**config.mk**
```make
export PLATFORM = sky130hd
export DESIGN_NAME = hazard_stall_control
export DESIGN_NICKNAME = d
export VERILOG_FILES = /design/src/rtl/hazard_stall_control_pkg.sv /design/src/rtl/hazard_stall_control_load_use_detect.sv /design/src/rtl/hazard_stall_control.sv
export SDC_FILE = /design/constraint.sdc
export NUM_CORES = 1
export LEC_CHECK = 0
export BUFFER_PORTS_ARGS = -buffer_cell sky130_fd_sc_hd__buf_2
export CORE_UTILIZATION = 37
export DETAILED_ROUTE_END_ITERATION = 8
export HOLD_SLACK_MARGIN = 0.02
export PLACE_DENSITY = 0.93
export SYNTH_ARGS = -nofsm -noshare
export SYNTH_HDL_FRONTEND = slang
export SYNTH_HIERARCHICAL = 1
export SYNTH_SLANG_ARGS = --single-unit
```
**constraint.sdc**
```tcl
create_clock -name clock -period 4.4 [get_ports clock]
set_input_delay 0 -clock clock [delete_from_list [all_inputs] [get_ports clock]]
set_output_delay 0 -clock clock [all_outputs]
set_load 0.005 [all_outputs]
```
**src/rtl/hazard_stall_control_pkg.sv**
```systemverilog
// Shared processor definitions: instruction field positions, opcodes, ALU ops,
// multdiv FSM encoding and the default multdiv timeout.
package hazard_stall_control_pkg;

    localparam int IR_W  = 32;
    localparam int OP_W  = 5;
    localparam int REG_W = 5;
    localparam int CNT_W = 6;

    localparam int OP_HI  = 31;
    localparam int OP_LO  = 27;
    localparam int RD_HI  = 26;
    localparam int RD_LO  = 22;
    localparam int RS_HI  = 21;
    localparam int RS_LO  = 17;
    localparam int RT_HI  = 16;
    localparam int RT_LO  = 12;
    localparam int ALU_HI = 6;
    localparam int ALU_LO = 2;

    localparam logic [OP_W-1:0] OP_RTYPE = 5'd0;
    localparam logic [OP_W-1:0] OP_ADDI  = 5'd5;
    localparam logic [OP_W-1:0] OP_SW    = 5'd7;
    localparam logic [OP_W-1:0] OP_LW    = 5'd8;

    localparam logic [OP_W-1:0] ALU_MUL = 5'd6;
    localparam logic [OP_W-1:0] ALU_DIV = 5'd7;

    localparam int MD_TIMEOUT_DEFAULT = 63;

    typedef enum logic [1:0] {
        MD_IDLE = 2'd0,
        MD_BUSY = 2'd1,
        MD_DONE = 2'd2
    } md_state_e;

    function automatic logic is_mul_div(input logic [OP_W-1:0] op,
                                        input logic [OP_W-1:0] aluop);
        return (op == OP_RTYPE) && ((aluop == ALU_MUL) || (aluop == ALU_DIV));
    endfunction

endpackage

```
**src/rtl/hazard_stall_control_load_use_detect.sv**
```systemverilog
// Combinational load-use detector: flags when the instruction in F/D reads an
// address/ALU source written by a load sitting in D/X.
module load_use_detect
    import hazard_stall_control_pkg::*;
(
    input  logic [IR_W-1:0] FDIR,
    input  logic [IR_W-1:0] DXIR,
    output logic            hazard
);

    logic [OP_W-1:0]  fd_op;
    logic [OP_W-1:0]  dx_op;
    logic [REG_W-1:0] fd_rs;
    logic [REG_W-1:0] fd_rt;
    logic [REG_W-1:0] dx_rd;
    logic             reads_rs;
    logic             reads_rt;
    logic             unused_fields;

    assign fd_op = FDIR[OP_HI:OP_LO];
    assign fd_rs = FDIR[RS_HI:RS_LO];
    assign fd_rt = FDIR[RT_HI:RT_LO];
    assign dx_op = DXIR[OP_HI:OP_LO];
    assign dx_rd = DXIR[RD_HI:RD_LO];

    // A store's data register (rd) is bypassed from memory, so only rs counts for sw.
    assign reads_rs = (fd_op == OP_RTYPE) || (fd_op == OP_ADDI) ||
                      (fd_op == OP_SW)    || (fd_op == OP_LW);
    assign reads_rt = (fd_op == OP_RTYPE);

    assign hazard = (dx_op == OP_LW) && (dx_rd != '0) &&
                    ((reads_rs && (fd_rs == dx_rd)) || (reads_rt && (fd_rt == dx_rd)));

    assign unused_fields = ^{FDIR[RD_HI:RD_LO], FDIR[RT_LO-1:0], DXIR[RD_LO-1:0]};

endmodule

```
**src/rtl/hazard_stall_control.sv**
```systemverilog
// Pipeline hazard and stall controller: load-use stalls, branch flushes and
// the multdiv start/wait/timeout sequencer holding the D/X instruction.
module hazard_stall_control
    import hazard_stall_control_pkg::*;
#(
    parameter int MD_TIMEOUT = MD_TIMEOUT_DEFAULT
)
(
    input  logic            clock,
    input  logic            reset,
    input  logic [IR_W-1:0] FDIR,
    input  logic [IR_W-1:0] DXIR,
    input  logic            branch_taken,
    input  logic            md_ready,
    output logic            pc_enable,
    output logic            fd_enable,
    output logic            dx_enable,
    output logic            dx_flush,
    output logic            xm_bubble,
    output logic            fd_flush,
    output logic            md_start_mult,
    output logic            md_start_div,
    output logic            md_timeout
);

    localparam logic [CNT_W-1:0] CNT_LAST = CNT_W'(MD_TIMEOUT - 1);

    md_state_e        state;
    md_state_e        state_next;
    logic [CNT_W-1:0] count;
    logic [CNT_W-1:0] count_next;
    logic             load_use;
    logic             dx_md;
    logic [OP_W-1:0]  dx_op;
    logic [OP_W-1:0]  dx_aluop;

    function automatic logic [CNT_W-1:0] sat_inc(input logic [CNT_W-1:0] v);
        return (v == '1) ? v : v + CNT_W'(1);
    endfunction

    load_use_detect u_load_use (
        .FDIR   (FDIR),
        .DXIR   (DXIR),
        .hazard (load_use)
    );

    assign dx_op    = DXIR[OP_HI:OP_LO];
    assign dx_aluop = DXIR[ALU_HI:ALU_LO];
    assign dx_md    = is_mul_div(dx_op, dx_aluop);

    always_ff @(posedge clock) begin
        if (reset) begin
            state <= MD_IDLE;
            count <= '0;
        end else begin
            state <= state_next;
            count <= count_next;
        end
    end

    // md_ready only steers BUSY, so it never reaches the start pulses.
    always_comb begin
        state_next    = state;
        count_next    = count;
        pc_enable     = 1'b1;
        fd_enable     = 1'b1;
        dx_enable     = 1'b1;
        dx_flush      = 1'b0;
        xm_bubble     = 1'b0;
        fd_flush      = 1'b0;
        md_start_mult = 1'b0;
        md_start_div  = 1'b0;
        md_timeout    = 1'b0;
        if (!reset) begin
            case (state)
                MD_IDLE: begin
                    if (branch_taken) begin
                        fd_flush = 1'b1;
                        dx_flush = 1'b1;
                    end else if (dx_md) begin
                        md_start_mult = (dx_aluop == ALU_MUL);
                        md_start_div  = (dx_aluop == ALU_DIV);
                        pc_enable     = 1'b0;
                        fd_enable     = 1'b0;
                        dx_enable     = 1'b0;
                        xm_bubble     = 1'b1;
                        count_next    = '0;
                        state_next    = MD_BUSY;
                    end else if (load_use) begin
                        pc_enable = 1'b0;
                        fd_enable = 1'b0;
                        dx_flush  = 1'b1;
                    end
                end
                MD_BUSY: begin
                    pc_enable  = 1'b0;
                    fd_enable  = 1'b0;
                    dx_enable  = 1'b0;
                    xm_bubble  = 1'b1;
                    count_next = sat_inc(count);
                    if (md_ready) begin
                        state_next = MD_DONE;
                    end else if (count == CNT_LAST) begin
                        md_timeout = 1'b1;
                        state_next = MD_DONE;
                    end
                end
                MD_DONE: begin
                    state_next = MD_IDLE;
                    if (branch_taken) begin
                        fd_flush = 1'b1;
                        dx_flush = 1'b1;
                    end else if (load_use) begin
                        pc_enable = 1'b0;
                        fd_enable = 1'b0;
                        dx_flush  = 1'b1;
                    end
                end
                default: state_next = MD_IDLE;
            endcase
        end
    end

endmodule

```
Word-level counts from Yosys, hierarchy flattened:

Index checks and enable logic that the tools add are counted.

* equal/unequal tests: 16
* reduce and logical (&&, ||, !) cells: 18
* mux-type cells: 44
* $add $sub $neg: 1

Operators by type and width (number)
* 1-bit two-way mux: 31
* 5-bit by 3-bit equality test with 1-bit output (second input constant): 4
* 6-bit two-way mux: 3
* 6-bit equality test (second input constant): 2
* 6-bit case mux with 2 select lines: 1
* 5-bit by 4-bit equality test with 1-bit output (second input constant): 2
* 5-bit equality test: 2
* 5-bit zero test: 2
* 2-bit two-way mux: 4
* 6-bit by 1-bit adder with 6-bit output (second input constant): 1
* 2-bit inequality test (second input constant): 3
* 1-bit case mux with 2 select lines: 3
* 1-bit logical AND: 5
* 1-bit logical OR: 5
* 5-bit nonzero test: 1
* 2-bit case mux with 2 select lines: 1
* 4-bit AND reduction: 1
* 3-bit inequality test (second input constant): 1
* 1-bit case mux with 3 select lines: 1
* 3-bit AND reduction: 1
* 2-bit by 1-bit equality test with 1-bit output (second input constant): 1
* 2-bit equality test (second input constant): 1
* 2-bit zero test: 1
* 2-bit nonzero test: 1
* 2-bit OR reduction: 1

* output and inout bits: 9
* register bits after elaboration: 8
* input bits: 68
* logic and storage cells: 81

Depth between registers and ports, before layout:

Gate-level depths: netlist (run 1).

* depth in word-level cells: 12
* mapped depth: 7

Hierarchy:

Netlist (run 1), hierarchy kept.

Modules (own cells, without submodules)
* hazard_stall_control: area each 554.3 µm², times used 1, cells each 75, seq. area each 160.2 µm²
* load_use_detect: area each 168.9 µm², times used 1, cells each 23, seq. area each 0.0 µm²

Worst setup path before layout (run 1):

No wires, ideal clock.

* path type: register to register
* start: reg count[1]
* end: reg count[3]
* library setup time: 86 ps
* period minus slack after synthesis: 1454 ps
* required time: 4314 ps
* data arrival time: 1369 ps
* stages on the path, launching flop included: 6
* setup slack: 2946 ps
* path through: dfxtp_1 > ha_1 > nand3_1 > o21ai_0 > a311oi_1 > a211oi_1

* cells in the longest elaborated chain, start to end: 3
* elaborated cells on any way between the ends: 6

Ends and longest elaborated chain
* from (decl): RTL line hazard_stall_control.sv:30 `logic [CNT_W-1:0] count;`
* from (signal assigned): RTL line hazard_stall_control.sv:57 `count <= count_next;`
* 6-bit by 1-bit adder with 6-bit output / 6-bit equality test (equally long branches): RTL line hazard_stall_control.sv:38 `return (v == '1) ? v : v + CNT_W'(1);`
* 6-bit two-way mux / 2-bit inequality test (equally long branches)
* 6-bit case mux with 2 select lines / 4-bit AND reduction (equally long branches)

Several ways; a longest one is shown, not always the timed one. The select of a mux whose other input is x is not followed.
A chain may end at the register's enable or synchronous reset.

Worst setup path after layout (run 1):

* start: reg count[1]
* end: reg count[1]

Same word-level chain as after synthesis.

==> metrics, run 1 <==
Hold Path Class in2reg; ys async rst share 0%; Die Wd 46.2 um; Data arrival, critical path 2.05 ns; CP max-delay cell o21ai_0; Yosys reg bits 8; Hold Slack 0.0890 ns; fmax 0.535 GHz; CP peak stage delay 0.59 ns; clk_skew 0.00801 ns; CTS resizes 0; Area Overhead vs Synth 35.1%; FF-to-FF path depth 5; initial antenna violation count 0; Slew Limit Fails 0; Synth area leaders dfxtp_1 (22%), xor2_1 (9.7%), nor3_1 (6.2%); sequential fraction of the synthesis area 22.1%; CP endpoint kind register; Final Hold Viols 0; mapped cell area 723 um^2; GRT overflow 0; Slew HR 53.6%; total die area 2140 um^2; Syn Inst Count 98; WL final 2.05 mm; Final #Nets 212; Detail Route Antenna Nets 0; input/output buffers 42; Synth top area share 22.1%; status finished, final reports clean; Mean Syn Cell Area 7.38 um^2; Hold Path Depth 2; CP required 4.58 ns; hpwl dp 1.60 mm; number of I/O pins 77; critical path cell sequence ha_1 > nand3_1 > o21ai_0 > o21ai_0 > a21oi_1; Final Setup Violations 0; first drt pass iteration count 4; Yosys cell types 34; Die Ht 46.2 um; vias post-DR 919; element type at the critical path start register; crit-path max FO 6; clock transition at the registers of the reported paths 0.06 ns; CTS Buf Count 3; Avg WL per Cell 12.4 um; first-pass GRT wire length 2.75 mm; worst skew pair latency 0.26 ns; Sink Count 8; kind of critical path reg2reg; Power Density 170 nW/um^2; Synth area leader dfxtp_1; H-tree Lvls 1; number of synthesized flops with an enable pin 0; DRC 0; GP Congestion 0.945; R2R Setup Slk 2.53 ns; clk root buf clkbuf_4; # fillers 153; TritonCTS clock tree done; layout cell share with drive strength beyond 1 35.7%; core area 1780 um^2; Worst-Margin Slew 0.689 ns; Yosys warning count 6; Cell Rows 15; GRT Overall Usage 18.7%; Mapped Nets 168; Post-Route Utilization 54.8%; Via density 5.57; RSZ-0062 raised after global routing false; Final min period 1.87 ns; n_diodes 0; worst vdd ir 0.112 mV; vias in the first global route 716; maxcap violations 0; Initial Util 40.6%; Final period util 42.5%; Fin Setup TNS 0 ns; Leakage 0.419 nW; largest net degree at the start of global routing 16; DRT iter0 DRCs 35; Post-synth top flop dfxtp_1; CP most frequent cell o21ai_0; Max clock buf depth 2
-- timing repair --
action,in CTS,in global routing
setup buffers,0,0
hold buffers,1,0
hold endpoints to repair,1,0
-- where the power goes --
part           internal, mW  leakage (nW)  total, mW  switching [mW]
registers            0.0725        0.0644     0.0726       0.0000279
logic                0.0193         0.340     0.0364          0.0171
clock network        0.0313        0.0138     0.0576          0.0263
total                 0.123         0.419      0.167          0.0435
-- state kept, by name, summed over array words and instances, names as in the netlist --
register / flops
count: 6
state: 2
-- critical path: cells and delay by family, from the launching register on --
kind / cells / cell delay (ns)
simple gates: 1 / 0.14
fa+ha+maj: 1 / 0.23
flops: 1 / 0.39
compound gates: 3 / 1.04
-- Yosys cell counts (2+ instances only) --
| cell type | n |
|---|---|
| nand2_1 | 7 |
| nand2b_1 | 2 |
| nor4_1 | 4 |
| xnor2_1 | 2 |
| inv_1 | 5 |
| nor3_1 | 9 |
| nor2_1 | 9 |
| o21ai_0 | 6 |
| a31oi_1 | 2 |
| xor2_1 | 8 |
| clkbuf_1 | 2 |
| nand3_1 | 5 |
| or4_4 | 2 |
| a21oi_1 | 7 |
| ha_1 | 2 |
| dfxtp_1 | 8 |
-- per-stage QoR --
| stage | instance area (um^2) | worst slack (ns) | power (mW) | cells |
|---|---|---|---|---|
| 2_1_floorplan | 723 | 2.95 | 0.0876 | 98 |
| 3_3_place_gp | 945 | 2.76 | 0.108 | 161 |
| 3_5_place_dp | 945 | 2.64 | 0.110 | 161 |
| 4_1_cts | 977 | 2.62 | 0.169 | 165 |
| 5_1_grt | 977 | 2.45 | 0.177 | 165 |
| 6_report | 977 | 2.53 | 0.167 | 165 |
-- cell type report --
class	count	area, um^2	area share (%)
multi-input cells	81	524	53.6
repair buffers	43	220	22.5
flip-flops and latches	8	160	16.4
well taps	25	31.3	3.20
clock buffers	3	22.5	2.30
inverters	5	18.8	1.92
-- cells by family after synthesis --
family / Yosys count / share of synthesized area, %
compound gates: 24 / 22.8
simple gates: 45 / 34.1
buf+inv: 9 / 5.36
xor+xnor: 10 / 12.1
flops: 8 / 22.1
fa+ha+maj: 2 / 3.46
-- cell usage in the layout, fill, tap and decap left out, drive strengths merged --
| cell | n |
|---|---|
| or3 | 1 |
| xnor2 | 2 |
| dfxtp | 8 |
| nand4bb | 1 |
| a311oi | 1 |
| and2b | 1 |
| xor2 | 8 |
| a221oi | 1 |
| nand2b | 2 |
| nor2 | 9 |
| o2111ai | 1 |
| o21ai | 7 |
| dlygate4sd3 | 1 |
| buf | 42 |
| clkbuf | 3 |
| nand3 | 5 |
| and4 | 1 |
| and3b | 1 |
| nor2b | 1 |
| o31ai | 1 |
| nor3b | 1 |
| o41a | 1 |
| a21o | 1 |
| a21oi | 7 |
| a31oi | 2 |
| ha | 2 |
| nand2 | 7 |
| or4 | 2 |
| a211oi | 1 |
| inv | 5 |
| o211ai | 1 |
| nor3 | 9 |
| nor4 | 4 |
-- metal layers --
| layer | up-vias | track usage [%] | share of wire (%) |
|---|---|---|---|
| li1 | 449 | - | - |
| met1 | 417 | 16.8 | 39 |
| met2 | 48 | 36.1 | 51 |
| met3 | 5 | 7.45 | 8.6 |
| met4 | 0 | 8.24 | 1.0 |
| met5 | - | 0 | 0 |
-- path summary, 6_finish.rpt --
kind / from / to
min reg2reg: count[4] / count[4]
min: reset / count[5]
max reg2reg: count[1] / count[1]
max: count[1] / count[1]
Note: power is estimated with default switching activity, not from simulation.
==> inputs of run 2 (changes only) <==
- CORE_UTILIZATION: 37 -> 31
- PLACE_DENSITY: 0.93 -> 0.84
- clock period: 4.4 -> 1.7 ns (I/O delays scaled with it)
==> run 2 against run 1 <==
Net effect: sequential share of layout area about the same; power rose to 2.6 times the previous value; design area up 0.13%.
==> metrics, run 2 (synthesis gave the netlist of run 1 again) <==
GRT Overall Usage 16.6% (was 18.7%); CP endpoint kind output port (was register); core area 2210 um^2 (was 1780 um^2); internal power 317 uW (was 123 uW); kind of critical path in2out (was reg2reg); clock transition at the registers of the reported paths 0.05 ns (was 0.06 ns); Setup crit end xm_bubble (was count[1]); maxcap violations 0 (unchanged); Leakage 0.419 nW (about the same); RSZ-0062 raised after global routing false (unchanged); n_diodes 0 (unchanged); Final period util 89.5%; number of I/O pins 77 (unchanged); Cell Rows 17 (was 15); Hold Path Class in2reg (unchanged); element type at the critical path start input port (was register); FF-to-FF path depth 6 (was 5); # fillers 237 (was 153); Data arrival, critical path 1.52 ns (was 2.05 ns); Setup Buffers After CTS 0 (unchanged); Die Ht 50.3 um (was 46.2 um); power after layout 430 uW (was 167 uW); largest net degree at the start of global routing 16 (unchanged); Final Setup Violations 0 (unchanged); DRC 0 (unchanged); Avg WL per Cell 12.3 um (was 12.4 um); clk_skew 0.00143 ns (was 0.00801 ns); max FFs per register 6 (unchanged); Final Hold Viols 0 (unchanged); worst slack at placement 0.0705 ns (was 2.64 ns); initial antenna violation count 0 (unchanged); met1 usage 17.6% (was 16.8%); clk root buf clkbuf_4 (unchanged); Max clock buf depth 2 (unchanged); GRT overflow 0 (unchanged); non-filler cells, final 168 (was 165); worst vdd ir 0.241 mV (was 0.112 mV); CTS Buf Count 3 (unchanged); Final min period 1.52 ns; # hold bufs at CTS 0 (was 1); Clock power frac 34.2% (was 34.6%); Final #Nets 212 (unchanged); Slew Limit Fails 0 (unchanged); status finished, final reports clean (unchanged); GR met3 Demand/Resource 2.42% (was 7.45%); Psw 113 uW (was 43.5 uW); hpwl dp 1.68 mm (was 1.60 mm); first drt pass iteration count 4 (unchanged); vias in the first global route 829 (was 716); R2R Setup Slk 0.21 ns (was 2.53 ns); Largest regs count (6), state (2) (unchanged); layout cell share with drive strength beyond 1 36.4% (was 35.7%); Area Overhead vs Synth 35.3% (was 35.1%); vias post-DR 909 (was 919); TritonCTS clock tree done (unchanged); combinational share of power 22.1% (was 21.8%); DRT iter0 DRCs 16 (was 35); Slew HR 73.3% (was 53.6%); worst setup margin 0.179 ns (was 2.53 ns); Post-DP Area 956 um^2 (was 945 um^2); Sink Count 8 (unchanged); leading cell type in the layout, fill and taps excluded buf_2 (unchanged); GP Congestion 0.837 (was 0.945); Multi-input gate area 524 um^2 (unchanged); first-pass GRT wire length 3.26 mm (was 2.75 mm); global routing usage on met2 31.8% (was 36.1%); Flop pwr share 43.7% (was 43.6%); worst skew pair latency 0.26 ns (about the same); Critical path origin DXIR[27] (was count[1]); Initial Util 32.7% (was 40.6%); WL final 2.07 mm (was 2.05 mm); Reg2Reg Capture Point count[1] (unchanged); Detail Route Antenna Nets 0 (unchanged); Worst-Margin Slew 0.400 ns (was 0.689 ns); Placed Cells 165 (was 161); crit-path max FO 3 (was 6); Die Wd 50.3 um (was 46.2 um); Power Density 439 nW/um^2 (was 170 nW/um^2); H-tree Lvls 1 (unchanged); Final Instance Area 978 um^2 (was 977 um^2); busiest grt layer met2 (unchanged); sw frac 26.2% (was 26.1%); most frequent cells in the layout buf_2 (42), nor3_1 (9), nor2_1 (9), dfxtp_1 (8), xor2_1 (8) (unchanged); Largest Register count (unchanged); input/output buffers 42 (unchanged); total die area 2530 um^2 (was 2140 um^2); Reg-to-Reg Start count[1] (unchanged); Fin Setup TNS 0 ns (unchanged); Via density 5.41 (was 5.57); fmax 0.658 GHz; CP required 1.70 ns (was 4.58 ns); FF+latch area 160 um^2 (unchanged)
[run 2: changes by cell type in the layout (fill, tap and decap cells not counted), sizes merged]
cell         delta
buf             +1
dlygate4sd3     -1
[run 2: through the flow]
step                      hold WS (ns)  utilization (%)
after floorplan                 0.0311                -
after global placement           0.231             43.2
after detailed placement         0.249             43.2
after CTS                       0.0265             44.2
after global routing            0.0495             44.2
final                           0.0344             44.2
[run 2: worst max-delay path, stage by stage]
cell,delay (ns)
buf_2,0.11
or4_4,0.55
or4_4,0.50
o21ai_2,0.14
and2b_1,0.13
buf_2,0.10
[run 2: metal layers]
metal	vias to the layer above	share of wire (%)	wire length, um
met5	-	0	0
met4	0	1.5	32
met3	3	8.2	170
met2	41	49	1010
met1	419	41	851
li1	446	-	-
[run 2: layout make-up]
type / count / area share (%)
Multi-Input combinational cell: 81 / 53.6
Timing Repair Buffer: 43 / 22.3
Clock buffer: 3 / 2.30
Inverter: 5 / 1.92
Tap cell: 28 / 3.58
Sequential cell: 8 / 16.4
[run 2: worst min-delay path by stage]
stage / end / from / cells past startpoint
3_3_place_gp: md_start_mult / DXIR[2] / 3
6_report: state[0] / md_ready / 4
5_1_grt: state[0] / md_ready / 4
3_5_place_dp: md_timeout / md_ready / 3
4_1_cts: state[0] / md_ready / 4
2_1_floorplan: md_start_mult / DXIR[2] / 1
[run 2: repair_timing]
item / CTS / global route
resized for setup: 0 / 1
endpoints found under the hold margin: 0 / 0
setup endpoints to repair: 0 / 4
[run 2: power groups by stage]
| stage | Sequential, mW | Combinational (mW) | Clock, mW |
|---|---|---|---|
| 3_3_place_gp | 0.192 | 0.0887 | 0 |
| 3_5_place_dp | 0.192 | 0.0937 | 0 |
| 2_1_floorplan | 0.192 | 0.0351 | 0 |
| 4_1_cts | 0.188 | 0.0941 | 0.154 |
| 5_1_grt | 0.188 | 0.103 | 0.161 |
| 6_report | 0.188 | 0.0950 | 0.147 |
